--- config.mk ---
export PLATFORM = sky130hd
export DESIGN_NAME = fb_pipe_flow_ctrl_flat
export DESIGN_NICKNAME = d
export VERILOG_FILES = /design/src/rtl/fb_pipe_flow_ctrl_pkg.sv /design/src/rtl/fb_pipe_flow_ctrl_if.sv /design/src/rtl/fb_pipe_flow_ctrl_perf_counter.sv /design/src/rtl/fb_pipe_flow_ctrl.sv /design/src/flat_wrapper.sv
export SDC_FILE = /design/constraint.sdc
export NUM_CORES = 1
export LEC_CHECK = 0
export CELL_PAD_IN_SITES_DETAIL_PLACEMENT = 1
export CELL_PAD_IN_SITES_GLOBAL_PLACEMENT = 1
export CORE_MARGIN = 5
export CORE_UTILIZATION = 23
export CTS_CLUSTER_DIAMETER = 30
export DETAILED_ROUTE_END_ITERATION = 12
export PLACE_DENSITY = 0.81
export SYNTH_ARGS = -nofsm -noshare
export SYNTH_HDL_FRONTEND = slang
export SYNTH_SLANG_ARGS = --single-unit
--- constraint.sdc ---
create_clock -name clk -period 3.4 [get_ports clk]
set_input_delay 0.68 -clock clk [delete_from_list [all_inputs] [get_ports clk]]
set_output_delay 0.68 -clock clk [all_outputs]
set_load 0.02 [all_outputs]
--- src/rtl/fb_pipe_flow_ctrl_pkg.sv ---
// -----------------------------------------------------------------------------
// fb_pipe_flow_ctrl_pkg
// Shared definitions for the pipeline stall/flush sequencer:
//   - FSM state encodings (RUN/JALR/FLUSH/MEMWAIT, visible on o_state)
//   - counter width FB_32BITS and the small wait-counter width
//   - the bundle of pipeline-register controls and helper functions that
//     build the common control patterns.
// -----------------------------------------------------------------------------
package fb_pipe_flow_ctrl_pkg;

   localparam int FB_32BITS     = 32;
   // Wide enough for the largest wait/flush reload value (3).
   localparam int FB_FLOW_CNT_W = 2;

   typedef enum logic [1:0] {
      FB_FLOW_RUN     = 2'd0,
      FB_FLOW_JALR    = 2'd1,
      FB_FLOW_FLUSH   = 2'd2,
      FB_FLOW_MEMWAIT = 2'd3
   } fb_flow_state_e;

   typedef struct packed {
      logic jalr_en;
      logic pc_we;
      logic if_id_we;
      logic id_ex_we;
      logic ex_mem_we;
      logic if_id_flush;
      logic id_ex_flush;
      logic ex_mem_flush;
   } fb_flow_ctrl_t;

   // Every stage advances, nothing is cleared.
   function automatic fb_flow_ctrl_t fb_flow_ctrl_all_we();
      fb_flow_ctrl_t c;
      c              = '0;
      c.pc_we        = 1'b1;
      c.if_id_we     = 1'b1;
      c.id_ex_we     = 1'b1;
      c.ex_mem_we    = 1'b1;
      return c;
   endfunction

   // Nothing moves; used for data-memory waits.
   function automatic fb_flow_ctrl_t fb_flow_ctrl_freeze();
      return '0;
   endfunction

   // Held in reset: registers frozen and cleared.
   function automatic fb_flow_ctrl_t fb_flow_ctrl_reset();
      fb_flow_ctrl_t c;
      c              = '0;
      c.if_id_flush  = 1'b1;
      c.id_ex_flush  = 1'b1;
      c.ex_mem_flush = 1'b1;
      return c;
   endfunction

   // Mispredict: PC loads the corrected target, the three younger
   // pipeline registers are squashed.
   function automatic fb_flow_ctrl_t fb_flow_ctrl_mispredict();
      fb_flow_ctrl_t c;
      c              = fb_flow_ctrl_all_we();
      c.if_id_flush  = 1'b1;
      c.id_ex_flush  = 1'b1;
      c.ex_mem_flush = 1'b1;
      return c;
   endfunction

endpackage

--- src/rtl/fb_pipe_flow_ctrl_if.sv ---
// -----------------------------------------------------------------------------
// fb_pipe_flow_ctrl_if
// Hazard-event inputs and pipeline-register controls of the flow sequencer.
//   i_lock, i_predict_err, i_load_use, i_dmem_busy : hazard events in
//   o_jalr_en                                      : jalr target select pulse
//   o_pc_we, o_if_id_we, o_id_ex_we, o_ex_mem_we   : register write enables
//   o_if_id_flush, o_id_ex_flush, o_ex_mem_flush   : register sync clears
//   o_state                                        : FSM state (debug)
//   o_stall_cnt, o_flush_cnt                       : perf counters
// master : the hazard-unit / pipeline side; slave : the sequencer.
// -----------------------------------------------------------------------------
interface fb_pipe_flow_ctrl_if;
   import fb_pipe_flow_ctrl_pkg::*;

   logic                 i_lock;
   logic                 i_predict_err;
   logic                 i_load_use;
   logic                 i_dmem_busy;
   logic                 o_jalr_en;
   logic                 o_pc_we;
   logic                 o_if_id_we;
   logic                 o_id_ex_we;
   logic                 o_ex_mem_we;
   logic                 o_if_id_flush;
   logic                 o_id_ex_flush;
   logic                 o_ex_mem_flush;
   logic [1:0]           o_state;
   logic [FB_32BITS-1:0] o_stall_cnt;
   logic [FB_32BITS-1:0] o_flush_cnt;

   modport master (
      output i_lock, i_predict_err, i_load_use, i_dmem_busy,
      input  o_jalr_en, o_pc_we, o_if_id_we, o_id_ex_we, o_ex_mem_we,
      input  o_if_id_flush, o_id_ex_flush, o_ex_mem_flush,
      input  o_state, o_stall_cnt, o_flush_cnt
   );

   modport slave (
      input  i_lock, i_predict_err, i_load_use, i_dmem_busy,
      output o_jalr_en, o_pc_we, o_if_id_we, o_id_ex_we, o_ex_mem_we,
      output o_if_id_flush, o_id_ex_flush, o_ex_mem_flush,
      output o_state, o_stall_cnt, o_flush_cnt
   );

endinterface

--- src/rtl/fb_pipe_flow_ctrl_perf_counter.sv ---
// -----------------------------------------------------------------------------
// fb_pipe_flow_ctrl_perf_counter
// Free-running event counter, FB_32BITS wide, wraps modulo 2^32.
//   clk   : clock
//   rst_n : synchronous active-low clear
//   i_en  : count this cycle
//   o_cnt : current count
// -----------------------------------------------------------------------------
module fb_pipe_flow_ctrl_perf_counter
   import fb_pipe_flow_ctrl_pkg::*;
(
   input  logic                 clk,
   input  logic                 rst_n,
   input  logic                 i_en,
   output logic [FB_32BITS-1:0] o_cnt
);

   logic [FB_32BITS-1:0] cnt_d;
   logic [FB_32BITS-1:0] cnt_q;

   always_comb begin
      cnt_d = cnt_q;
      if (i_en) begin
         cnt_d = cnt_q + FB_32BITS'(1);
      end
   end

   always_ff @(posedge clk) begin
      if (!rst_n) begin
         cnt_q <= '0;
      end else begin
         cnt_q <= cnt_d;
      end
   end

   assign o_cnt = cnt_q;

endmodule

--- src/rtl/fb_pipe_flow_ctrl.sv ---
// -----------------------------------------------------------------------------
// fb_pipe_flow_ctrl
// Central stall/flush sequencer of the 5-stage pipeline. Takes the hazard
// events (mispredict, jalr lock, load-use, data-memory wait) and drives the
// pipeline-register write enables and synchronous clears, and generates the
// one-cycle jalr_en pulse the control hazard unit expects after lock.
//
// Ports:
//   clk   : pipeline clock
//   rst_n : synchronous active-low reset
//   bus   : fb_pipe_flow_ctrl_if.slave (hazard inputs, enables, flushes,
//           debug state and perf counters)
// Parameters:
//   JALR_WAIT    : cycles spent in JALR before jalr_en fires (1..3)
//   FLUSH_CYCLES : cycles the flushes stay asserted after a mispredict (1..4)
// Configuration:
//   FB_FLOW_PERF_EN : when defined, o_stall_cnt / o_flush_cnt are live
//                     counters; otherwise both are tied to zero.
// Control outputs are combinational from the registered state and the
// current hazard inputs.
// -----------------------------------------------------------------------------
module fb_pipe_flow_ctrl
   import fb_pipe_flow_ctrl_pkg::*;
#(
   parameter int JALR_WAIT    = 1,
   parameter int FLUSH_CYCLES = 1
) (
   input  logic                 clk,
   input  logic                 rst_n,
   fb_pipe_flow_ctrl_if.slave   bus
);

   localparam logic [FB_FLOW_CNT_W-1:0] JALR_LOAD  = FB_FLOW_CNT_W'(JALR_WAIT - 1);
   localparam logic [FB_FLOW_CNT_W-1:0] FLUSH_LOAD = FB_FLOW_CNT_W'(FLUSH_CYCLES - 1);

   fb_flow_state_e             state_d;
   fb_flow_state_e             state_q;
   logic [FB_FLOW_CNT_W-1:0]   cnt_d;
   logic [FB_FLOW_CNT_W-1:0]   cnt_q;
   fb_flow_ctrl_t              ctrl;
   logic                       take_perr;

   // A mispredict waiting in a frozen EX/MEM is serviced only after the
   // memory wait ends, so it is not taken in MEMWAIT.
   assign take_perr = bus.i_predict_err && (state_q != FB_FLOW_MEMWAIT);

   always_comb begin
      state_d = state_q;
      cnt_d   = cnt_q;
      ctrl    = fb_flow_ctrl_all_we();
      if (!rst_n) begin
         ctrl    = fb_flow_ctrl_reset();
         state_d = FB_FLOW_RUN;
         cnt_d   = '0;
      end else if (take_perr) begin
         // Mispredict beats everything, including a pending jalr, which is
         // abandoned because its instruction is on the wrong path.
         ctrl = fb_flow_ctrl_mispredict();
         if (FLUSH_CYCLES > 1) begin
            state_d = FB_FLOW_FLUSH;
            cnt_d   = FLUSH_LOAD;
         end else begin
            state_d = FB_FLOW_RUN;
            cnt_d   = '0;
         end
      end else begin
         case (state_q)
            FB_FLOW_RUN: begin
               if (bus.i_dmem_busy) begin
                  ctrl    = fb_flow_ctrl_freeze();
                  state_d = FB_FLOW_MEMWAIT;
               end else if (bus.i_load_use) begin
                  // Hold IF and ID, push a bubble into EX.
                  ctrl.pc_we       = 1'b0;
                  ctrl.if_id_we    = 1'b0;
                  ctrl.id_ex_flush = 1'b1;
               end else if (bus.i_lock) begin
                  // jalr moves on into EX; fetch holds until the target is known.
                  ctrl.pc_we    = 1'b0;
                  ctrl.if_id_we = 1'b0;
                  state_d       = FB_FLOW_JALR;
                  cnt_d         = JALR_LOAD;
               end
            end
            FB_FLOW_JALR: begin
               if (bus.i_dmem_busy) begin
                  ctrl = fb_flow_ctrl_freeze();
               end else if (cnt_q != '0) begin
                  ctrl.pc_we    = 1'b0;
                  ctrl.if_id_we = 1'b0;
                  cnt_d         = cnt_q - FB_FLOW_CNT_W'(1);
               end else begin
                  // Load the jalr target and squash the instruction that
                  // was fetched while locked.
                  ctrl.jalr_en     = 1'b1;
                  ctrl.if_id_flush = 1'b1;
                  state_d          = FB_FLOW_RUN;
               end
            end
            FB_FLOW_FLUSH: begin
               if (bus.i_dmem_busy) begin
                  ctrl = fb_flow_ctrl_freeze();
               end else begin
                  // lock / load-use come from squashed instructions: ignored.
                  ctrl.if_id_flush = 1'b1;
                  ctrl.id_ex_flush = 1'b1;
                  cnt_d            = cnt_q - FB_FLOW_CNT_W'(1);
                  if (cnt_q <= FB_FLOW_CNT_W'(1)) begin
                     state_d = FB_FLOW_RUN;
                     cnt_d   = '0;
                  end
               end
            end
            FB_FLOW_MEMWAIT: begin
               if (bus.i_dmem_busy) begin
                  ctrl = fb_flow_ctrl_freeze();
               end else begin
                  state_d = FB_FLOW_RUN;
               end
            end
            default: begin
               state_d = FB_FLOW_RUN;
               cnt_d   = '0;
            end
         endcase
      end
   end

   always_ff @(posedge clk) begin
      if (!rst_n) begin
         state_q <= FB_FLOW_RUN;
         cnt_q   <= '0;
      end else begin
         state_q <= state_d;
         cnt_q   <= cnt_d;
      end
   end

   assign bus.o_jalr_en      = ctrl.jalr_en;
   assign bus.o_pc_we        = ctrl.pc_we;
   assign bus.o_if_id_we     = ctrl.if_id_we;
   assign bus.o_id_ex_we     = ctrl.id_ex_we;
   assign bus.o_ex_mem_we    = ctrl.ex_mem_we;
   assign bus.o_if_id_flush  = ctrl.if_id_flush;
   assign bus.o_id_ex_flush  = ctrl.id_ex_flush;
   assign bus.o_ex_mem_flush = ctrl.ex_mem_flush;
   assign bus.o_state        = state_q;

`ifdef FB_FLOW_PERF_EN
   logic stall_en;
   logic flush_en;

   // Reset already clears the counters, so the rst_n qualification is
   // implicit for the stall count.
   assign stall_en = !ctrl.pc_we;
   assign flush_en = take_perr && rst_n;

   fb_pipe_flow_ctrl_perf_counter u_stall_cnt (
      .clk   (clk),
      .rst_n (rst_n),
      .i_en  (stall_en),
      .o_cnt (bus.o_stall_cnt)
   );

   fb_pipe_flow_ctrl_perf_counter u_flush_cnt (
      .clk   (clk),
      .rst_n (rst_n),
      .i_en  (flush_en),
      .o_cnt (bus.o_flush_cnt)
   );
`else
   assign bus.o_stall_cnt = '0;
   assign bus.o_flush_cnt = '0;
`endif

endmodule
--- src/flat_wrapper.sv ---
// flat-port wrapper written by rule: the top's interface ports become plain ports
module fb_pipe_flow_ctrl_flat import fb_pipe_flow_ctrl_pkg::*;
#(
   parameter int JALR_WAIT    = 1,
   parameter int FLUSH_CYCLES = 1
)
  (clk, rst_n, bus_i_lock, bus_i_predict_err, bus_i_load_use, bus_i_dmem_busy, bus_o_jalr_en, bus_o_pc_we, bus_o_if_id_we, bus_o_id_ex_we, bus_o_ex_mem_we, bus_o_if_id_flush, bus_o_id_ex_flush, bus_o_ex_mem_flush, bus_o_state, bus_o_stall_cnt, bus_o_flush_cnt);
  fb_pipe_flow_ctrl_if bus_i ();
  input  logic clk;
  input  logic rst_n;
  input wire logic [$bits(bus_i.i_lock)-1:0] bus_i_lock;
  input wire logic [$bits(bus_i.i_predict_err)-1:0] bus_i_predict_err;
  input wire logic [$bits(bus_i.i_load_use)-1:0] bus_i_load_use;
  input wire logic [$bits(bus_i.i_dmem_busy)-1:0] bus_i_dmem_busy;
  output wire logic [$bits(bus_i.o_jalr_en)-1:0] bus_o_jalr_en;
  output wire logic [$bits(bus_i.o_pc_we)-1:0] bus_o_pc_we;
  output wire logic [$bits(bus_i.o_if_id_we)-1:0] bus_o_if_id_we;
  output wire logic [$bits(bus_i.o_id_ex_we)-1:0] bus_o_id_ex_we;
  output wire logic [$bits(bus_i.o_ex_mem_we)-1:0] bus_o_ex_mem_we;
  output wire logic [$bits(bus_i.o_if_id_flush)-1:0] bus_o_if_id_flush;
  output wire logic [$bits(bus_i.o_id_ex_flush)-1:0] bus_o_id_ex_flush;
  output wire logic [$bits(bus_i.o_ex_mem_flush)-1:0] bus_o_ex_mem_flush;
  output wire logic [$bits(bus_i.o_state)-1:0] bus_o_state;
  output wire logic [$bits(bus_i.o_stall_cnt)-1:0] bus_o_stall_cnt;
  output wire logic [$bits(bus_i.o_flush_cnt)-1:0] bus_o_flush_cnt;
  assign bus_i.i_lock = bus_i_lock;
  assign bus_i.i_predict_err = bus_i_predict_err;
  assign bus_i.i_load_use = bus_i_load_use;
  assign bus_i.i_dmem_busy = bus_i_dmem_busy;
  assign bus_o_jalr_en = bus_i.o_jalr_en;
  assign bus_o_pc_we = bus_i.o_pc_we;
  assign bus_o_if_id_we = bus_i.o_if_id_we;
  assign bus_o_id_ex_we = bus_i.o_id_ex_we;
  assign bus_o_ex_mem_we = bus_i.o_ex_mem_we;
  assign bus_o_if_id_flush = bus_i.o_if_id_flush;
  assign bus_o_id_ex_flush = bus_i.o_id_ex_flush;
  assign bus_o_ex_mem_flush = bus_i.o_ex_mem_flush;
  assign bus_o_state = bus_i.o_state;
  assign bus_o_stall_cnt = bus_i.o_stall_cnt;
  assign bus_o_flush_cnt = bus_i.o_flush_cnt;
  fb_pipe_flow_ctrl #(.JALR_WAIT(JALR_WAIT), .FLUSH_CYCLES(FLUSH_CYCLES)) u_core (.clk(clk), .rst_n(rst_n), .bus(bus_i));
endmodule
## Word-level counts from Yosys, hierarchy flattened

Index checks and enable logic that the tools add are counted.

| operators by class | value |
|---|---|
| add/sub/neg operators | 1 |
| order comparisons | 1 |
| eq/ne operators | 15 |
| mux-type cells | 33 |
| bitwise gates (word level) | 1 |
| reduce and logical (&&, ||, !) cells | 7 |

Operators by type and width:

| kind | number |
|---|---|
| 2-bit 2-to-1 mux | 20 |
| 8-bit case mux with 4 select lines | 1 |
| 8-bit 2-to-1 mux | 2 |
| 2-bit != test, second input constant | 8 |
| 7-bit AND reduction | 2 |
| 2-bit case mux with 4 select lines | 1 |
| 7-bit 2-to-1 mux | 1 |
| 3-bit 2-to-1 mux | 2 |
| 3-bit != test, second input constant | 2 |
| 2-bit case mux with 3 select lines | 1 |
| 2-bit equality test, second input constant | 2 |
| 1-bit 2-to-1 mux | 4 |
| 4-bit 2-to-1 mux | 1 |
| 2-bit by 1-bit != test with 1-bit output, second input constant | 2 |
| 3-bit nonzero test | 1 |
| 2-bit by 1-bit equality test with 1-bit output, second input constant | 1 |
| 2-bit by 1-bit less-or-equal comparator with 1-bit output, second input constant | 1 |
| 2-bit zero test | 1 |
| 2-bit nonzero test | 1 |
| 2-bit OR reduction | 1 |
| 2-bit by 1-bit subtractor with 2-bit output, second input constant | 1 |
| 1-bit logical AND | 1 |
| 1-bit inverter | 1 |

| storage, ports and cells | value |
|---|---|
| register bits | 4 |
| input port bits | 6 |
| output and inout bits | 74 |
| word-level logic and storage cells | 60 |

## Depth between registers and ports, before layout

Gate-level depths: netlist of run 1.

| logic depth | value |
|---|---|
| depth in word-level cells | 6 |
| mapped depth | 8 |

## Worst setup path after synthesis of run 1

No wires, ideal clock.

| path | value |
|---|---|
| path type | register to output |
| start | reg u_core.state_q[0] (netlist: u_core.bus.o_state[0]) |
| end | out bus_o_pc_we |
| arrival | 1,856 ps |
| data required time | 2,720 ps |
| path slack | 864 ps |
| stages on the path, launching flop included | 9 |
| buffers on the path | 2 |
| path through | dfxtp_1 -> inv_1 -> ha_1 -> buf_2 -> o21ai_0 -> nand2_1 -> a21o_1 -> a21boi_1 -> buf_4 |

| on the way | value |
|---|---|
| longest elaborated chain between the ends | 4 |
| elaborated cells on any way between the ends | 9 |

Ends and longest elaborated chain:

| item | line | RTL |
|---|---|---|
| start: declaration | fb_pipe_flow_ctrl.sv:37 | `fb_flow_state_e state_q;` |
| start signal: assignment | fb_pipe_flow_ctrl.sv:134 | `state_q <= state_d;` |
| 2-bit equality test (tied with other cells) | fb_pipe_flow_ctrl.sv:67 | `case (state_q)` |
| 8-bit case mux with 4 select lines or 1-bit logical AND (tied branches) | fb_pipe_flow_ctrl.sv:67, fb_pipe_flow_ctrl.sv:45 |  |
| 8-bit 2-to-1 mux (*) | fb_pipe_flow_ctrl.sv:55 | `end else if (take_perr) begin` |
| 8-bit 2-to-1 mux (*) | fb_pipe_flow_ctrl.sv:51 | `if (!rst_n) begin` |
| end: declaration | flat_wrapper.sv:16 | `output wire logic [$bits(bus_i.o_pc_we)-1:0] bus_o_pc_we;` |

Every way passes the cells marked *; elsewhere a longest branch is shown, timed or not.

## Final worst setup path of run 1

| path | value |
|---|---|
| start | in bus_i_predict_err |
| end | out bus_o_jalr_en |

| on the way | value |
|---|---|
| longest elaborated chain between the ends | 3 |

Ends and longest elaborated chain:

| item | line | RTL |
|---|---|---|
| start: declaration | flat_wrapper.sv:12 | `input wire logic [$bits(bus_i.i_predict_err)-1:0] bus_i_predict_err;` |
| 1-bit logical AND | fb_pipe_flow_ctrl.sv:45 | `assign take_perr = bus.i_predict_err && (state_q != FB_FLOW_MEMWAIT);` |
| 8-bit 2-to-1 mux | fb_pipe_flow_ctrl.sv:55 |  |
| 8-bit 2-to-1 mux | fb_pipe_flow_ctrl.sv:51 |  |
| end: declaration | flat_wrapper.sv:15 | `output wire logic [$bits(bus_i.o_jalr_en)-1:0] bus_o_jalr_en;` |

No other way between the ends.

==> results of run 1 <==
==> routing by layer <==
| layer | wire (um) | up-vias | GRT usage (%) |
|---|---|---|---|
| met4 | 19 | 0 | 1.75 |
| met3 | 205 | 2 | 2.90 |
| met2 | 1160 | 41 | 12.9 |
| met5 | 0 | - | 0 |
| met1 | 670 | 314 | 6.56 |
| li1 | - | 320 | - |
==> logic make-up (layout without fill, tap and decap cells) <==
| family | count (synthesis) | after routing |
|---|---|---|
| buffers and inverters | 75 | 26 |
| and+or+nand+nor | 20 | 20 |
| AOI/OAI and AO/OA | 19 | 19 |
| adders and majority gates | 10 | 10 |
| DFF | 4 | 4 |
| muxes | 3 | 3 |
| other | 1 | 64 |
==> worst register-to-register path, delay by kind of cell (launching register included) <==
family,cells,cell delay (ns)
AND/OR/NAND/NOR,2,0.30
flip-flops,1,0.41
adder cells (fa/ha/maj),1,0.28
buffers and inverters,1,0.11
AO/OA/AOI/OAI,2,0.39
==> report_power, final <==
group | switching, W | internal, W | total [W]
registers | 0.00000340 | 0.0000492 | 0.0000526
clock network | 0.0000234 | 0.0000754 | 0.0000988
logic | 0.000108 | 0.0000364 | 0.000144
total | 0.000135 | 0.000161 | 0.000296
==> metrics by stage <==
stage	setup WS (ns)	util, %	hold WS, ns	power (W)	cell area, um2
final	0.356	23.1	0.539	0.000296	991
after global routing	0.212	23.1	0.589	0.000317	991
after CTS	0.330	23.1	0.551	0.000297	991
after detailed placement	0.327	22.1	0.547	0.000196	950
after global placement	0.313	22.1	0.525	0.000193	950
after floorplan	0.864	-	0.495	0.000221	1230
==> area by class of cell <==
class / count / share of cell area, %
sequential: 4 / 8.08
tap: 52 / 6.57
clock buffer: 3 / 4.17
inverter: 7 / 2.65
multi-input combinational: 116 / 62.6
timing repair buffer: 16 / 15.9
==> final timing paths <==
kind,from,slack [ns],end,cells past startpoint
setup / recovery,bus_i_predict_err,0.36,bus_o_jalr_en,6
hold / removal,u_core.cnt_q[1],0.54,u_core.cnt_q[1],2
setup reg to reg,u_core.bus.o_state[1],1.84,u_core.cnt_q[0],6
hold reg to reg,u_core.cnt_q[1],0.54,u_core.cnt_q[1],2
==> Yosys cell counts <==
cell type and instances:
buf_4 67, ha_1 10, nand2_1 7, o21ai_0 7, inv_1 5, a21oi_1 4
dfxtp_1 4, mux2i_1 3, nand2b_1 3, inv_2 2, nand3_1 2, nand4_1 2
o21ai_1 2, a21boi_0 1, a21boi_1 1, a21o_1 1, a2bb2oi_1 1, and2_1 1
buf_2 1, conb_1 1, nand3b_1 1, nor2_1 1, nor2b_1 1, nor2b_2 1
nor4_2 1, o2bb2ai_1 1, o31ai_1 1
==> placed cells by master (no fill, tap or decap), types with 3 or more instances in the layout <==
cell | Yosys | layout
nand2b_1 | 3 | 3
clkbuf_8 | 0 | 3
o21ai_0 | 7 | 7
ha_1 | 10 | 10
conb_1 | 1 | 64
dfxtp_1 | 4 | 4
nand2_1 | 7 | 7
a21oi_1 | 4 | 4
clkdlybuf4s50_1 | 0 | 15
mux2i_1 | 3 | 3
inv_1 | 5 | 5
==> state kept, by name, indices dropped and copies added, names as in the netlist <==
name	cells
u_core.bus.o_state	2
u_core.cnt_q	2
==> run metrics, run 1 <==
CP Data Arrival Time 2.36 ns; startpoint types input port; leakage power 0.500 nW; min Tclk post-route 3.04 ns; first-pass GRT wire length 2990 um; setup violators final 0; Worst Path Max Fanout 7; Initial Utilization 23.3%; delay-heaviest family, CP buffers and inverters; post-DP HPWL 1840 um; Core Footprint 0.00429 mm2; RSZ-0062 raised after global routing false; H-tree levels 1; Post-CTS Setup Inserts 0; Post-Syn Area per Cell 7.56 um2; routed length per instance 10.4 um; Worst-path clk slew 0.03 ns; port buffer count 15; Crit path top cell by count clkdlybuf4s50_1; post-synthesis simple-gate area fraction 11.3%; Yosys cell types 27; GP Congestion 0.801; Clk Latency, worst-skew pair 0.22 ns; Fmax 0.329 GHz; # clock sinks 4; multi-input logic area 621 um2; Post-Syn Area 998 um2; GRT Overall Usage 6.76%; worst path required time 2.72 ns; Initial DRT Pass Iterations 2; fill count 554; top post-synthesis cells by area buf_4 (50%), ha_1 (13%), dfxtp_1 (8.0%), o21ai_0 (3.5%), mux2i_1 (3.0%); setup_tns 0 ns; CP max-delay cell clkdlybuf4s50_1; slowest cell delay on critical path 0.64 ns; Clock Skews 0.00505 ns; DR vias/cell 3.42; share of the synthesized area in the top cell type 50.4%; Area growth syn-to-layout -0.752%; Final Max Slew Viols 0; Initial DRC Count 4; drt total wl 2060 um; Die ar. 0.00576 mm2; CTS Hold Bufs 0; I/O pin cnt 80; initial antenna violation count 0; height of the chip 75.9 um; VDD IR max 0.187 mV; adder-cell area share of the yosys netlist 12.5%; Buf+Inv Stages, Crit Path 3; min-delay worst type flop to flop; CTS resizes 0; largest family of logic cells by synthesized area buffers and inverters; row count 24; DRC violations left 0; layout cells sized above 1 5.48%; Root Buffer clkbuf_8; post-synthesis sequential element count 4; gr ovfl total 0; post-route ant nets 0; Yosys warnings 0; PD cells 298 mW/mm2; Synth Area in XOR/XNOR 0%; clk buf depth 2; TritonCTS buffer count 3; Seq/Total Area, Yosys 8.02%; vias in the first global route 688; Post-Place Cells 195; Tcrit/Tclk final 89.5%; critical path type input port to output port; mux cell area share after synthesis 3.01%; worst path cell trace clkdlybuf4s50_1 -> nand2b_1 -> and2_1 -> inv_2 -> nor4_2 -> clkdlybuf4s50_1; Synth Area in Compound Gates 11.3%; status completed; count of final hold-check violations 0; total area of sequential cells 80.1 um2; Cells after Synth 132; Die Span X 75.9 um; CTS tree built; Post-Layout Cell Count 198; largest net degree at the start of global routing 8; via count of the routed design 677; n_diodes 0; CP Capture Type output port; Final nets 164; MaxCap Viol Count 0; cell taking the most area after synthesis buf_4
Note: power is estimated with default switching activity, not from simulation.
==> run 2, diff against run 1 <==
--- a/config.mk
+++ b/config.mk
@@ -5,12 +5,14 @@
 export SDC_FILE = /design/constraint.sdc
 export NUM_CORES = 1
 export LEC_CHECK = 0
+export ABC_CLOCK_PERIOD_IN_PS = 3400
 export CELL_PAD_IN_SITES_DETAIL_PLACEMENT = 1
 export CELL_PAD_IN_SITES_GLOBAL_PLACEMENT = 1
 export CORE_MARGIN = 5
 export CORE_UTILIZATION = 23
 export CTS_CLUSTER_DIAMETER = 30
 export DETAILED_ROUTE_END_ITERATION = 12
+export GPL_TIMING_DRIVEN = 0
 export PLACE_DENSITY = 0.81
 export SYNTH_ARGS = -nofsm -noshare
 export SYNTH_HDL_FRONTEND = slang
==> run 2 against run 1 <==
  * Sequential power hardly changed
  * Largest cell class is now non-clock buffers
  * Global-route usage is 0.54 points higher
  * Critical path type unchanged
  * Final cell count is 34% higher
  * Non-clock buffer count is 67 higher
  * Highest routed layer is now met3
  * Critical endpoint is now bus_o_pc_we
  * Worst setup slack worse by 0.17 ns
==> run metrics, run 2 (synthesis gave the netlist of run 1 again) <==
clk buf depth 2; total area of sequential cells 80.1 um2; height of the chip 75.9 um; commonest non-fill, non-tap cell in the layout buf_4; Worst-path clk slew 0.03 ns; drt total wl 2220 um; wire length on met2 1250 um; combinational power share 57.5%; MaxCap Viol Count 0; post-DP HPWL 2090 um; Tcrit/Tclk final 94.6%; CP Capture Type output port; Die ar. 0.00576 mm2; via count of the routed design 865; startpoint types input port; row count 24; Worst Path Max Fanout 8; TritonCTS buffer count 3; Final nets 231; Initial Utilization 23.3%; Final Max Slew Viols 0; routed length per instance 8.39 um; # clock sinks 4; DRC violations left 0; setup violators final 0; Post-Place Cells 262; met1 WL 793 um; Core Footprint 0.00429 mm2; Initial DRT Pass Iterations 3; Post-Layout Cell Count 265; CP Data Arrival Time 2.54 ns; WHS Path Cells 2; VDD IR max 0.102 mV; Initial DRC Count 11; initial antenna violation count 0; port buffer count 15; GP Congestion 0.769; CTS resizes 0; min Tclk post-route 3.22 ns; H-tree levels 1; leakage power 0.862 nW; vias in the first global route 854; status completed; CTS tree built; RSZ-0062 raised after global routing false; Pint 0.000212 W; count of final hold-check violations 0; worst r2r dst u_core.cnt_q[0]; Post-CTS Setup Inserts 0; layout cells sized above 1 35.2%; Root Buffer clkbuf_8; r2r setup slk 1.89 ns; Clk Latency, worst-skew pair 0.21 ns; I/O pin cnt 80; critical path endpoint bus_o_pc_we; final core occ 34.7%; min-delay worst type flop to flop; gr ovfl total 0; GRT Overall Usage 7.29%; crit path from bus_i_dmem_busy; Die Span X 75.9 um; Clock Skews 0.000864 ns; Fmax 0.311 GHz; fill count 561; Switching Share 40.2%; largest net degree at the start of global routing 9; P_sw 0.000142 W; setup_tns 0 ns; CTS Hold Bufs 0; multi-input logic area 621 um2; clock group share of total power 27.6%; DR vias/cell 3.26; first-pass GRT wire length 3410 um; worst path required time 2.72 ns; most frequent cells in the layout buf_4 (67), conb_1 (64), clkdlybuf4s50_1 (15); Flop pwr share 14.9%; n_diodes 0; r2r worst-path depth 6; top sig layer met3; PD cells 238 mW/mm2; post-route ant nets 0; Area growth syn-to-layout 49.4%; launching point of the worst reg2reg path u_core.bus.o_state[1]; met3 WL 184 um; critical path type input port to output port
[run 2: changes by cell type in the layout (fill, tap and decap cells not counted), sizes merged]
cell,change
buf,+67
[run 2: power by group through the flow]
stage	combinational (W)	sequential, W	clock, W
after global placement	0.000199	0.0000533	0
after floorplan	0.000166	0.0000547	0
after global routing	0.000223	0.0000532	0.000105
final	0.000204	0.0000527	0.0000978
after detailed placement	0.000200	0.0000535	0
after CTS	0.000201	0.0000528	0.000101
[run 2: worst min-delay path by stage]
| stage | slack [ns] | end | start |
|---|---|---|---|
| 3_5_place_dp | 0.54 | u_core.cnt_q[1] | u_core.cnt_q[1] |
| 6_report | 0.54 | u_core.cnt_q[1] | u_core.cnt_q[1] |
| 5_1_grt | 0.56 | u_core.cnt_q[1] | u_core.cnt_q[1] |
| 2_1_floorplan | 0.49 | u_core.cnt_q[1] | u_core.cnt_q[1] |
| 4_1_cts | 0.55 | u_core.cnt_q[1] | u_core.cnt_q[1] |
| 3_3_place_gp | 0.52 | u_core.cnt_q[1] | u_core.cnt_q[1] |
[run 2: cell type report]
class	count	area share, %
multi-input cells	116	41.6
plain buffers	68	34.1
repair buffers	15	10.1
flip-flops and latches	4	5.37
well taps	52	4.36
clock buffers	3	2.77
inverters	7	1.76
[run 2: critical path, cell delays in order]
cell	delay [ns]
clkdlybuf4s50_1	0.59
inv_2	0.16
nand2_1	0.07
a21o_1	0.15
a21boi_1	0.16
buf_4	0.13
clkdlybuf4s50_1	0.59
[run 2: metrics by stage]
step	hold slack [ns]	setup slack, ns	power, W	instance area [um2]
final	0.540	0.184	0.000354	1490
after global routing	0.565	0.0664	0.000382	1490
after CTS	0.548	0.174	0.000355	1490
after detailed placement	0.543	0.183	0.000254	1450
after global placement	0.523	0.187	0.000252	1450
after floorplan	0.495	0.864	0.000221	1230
[run 2: per-layer routing]
metal / GRT usage (%) / vias to the layer above
met5: 0 / -
met1: 7.33 / 374
met2: 14.7 / 36
met3: 1.72 / 0
met4: 1.75 / 0
li1: - / 455
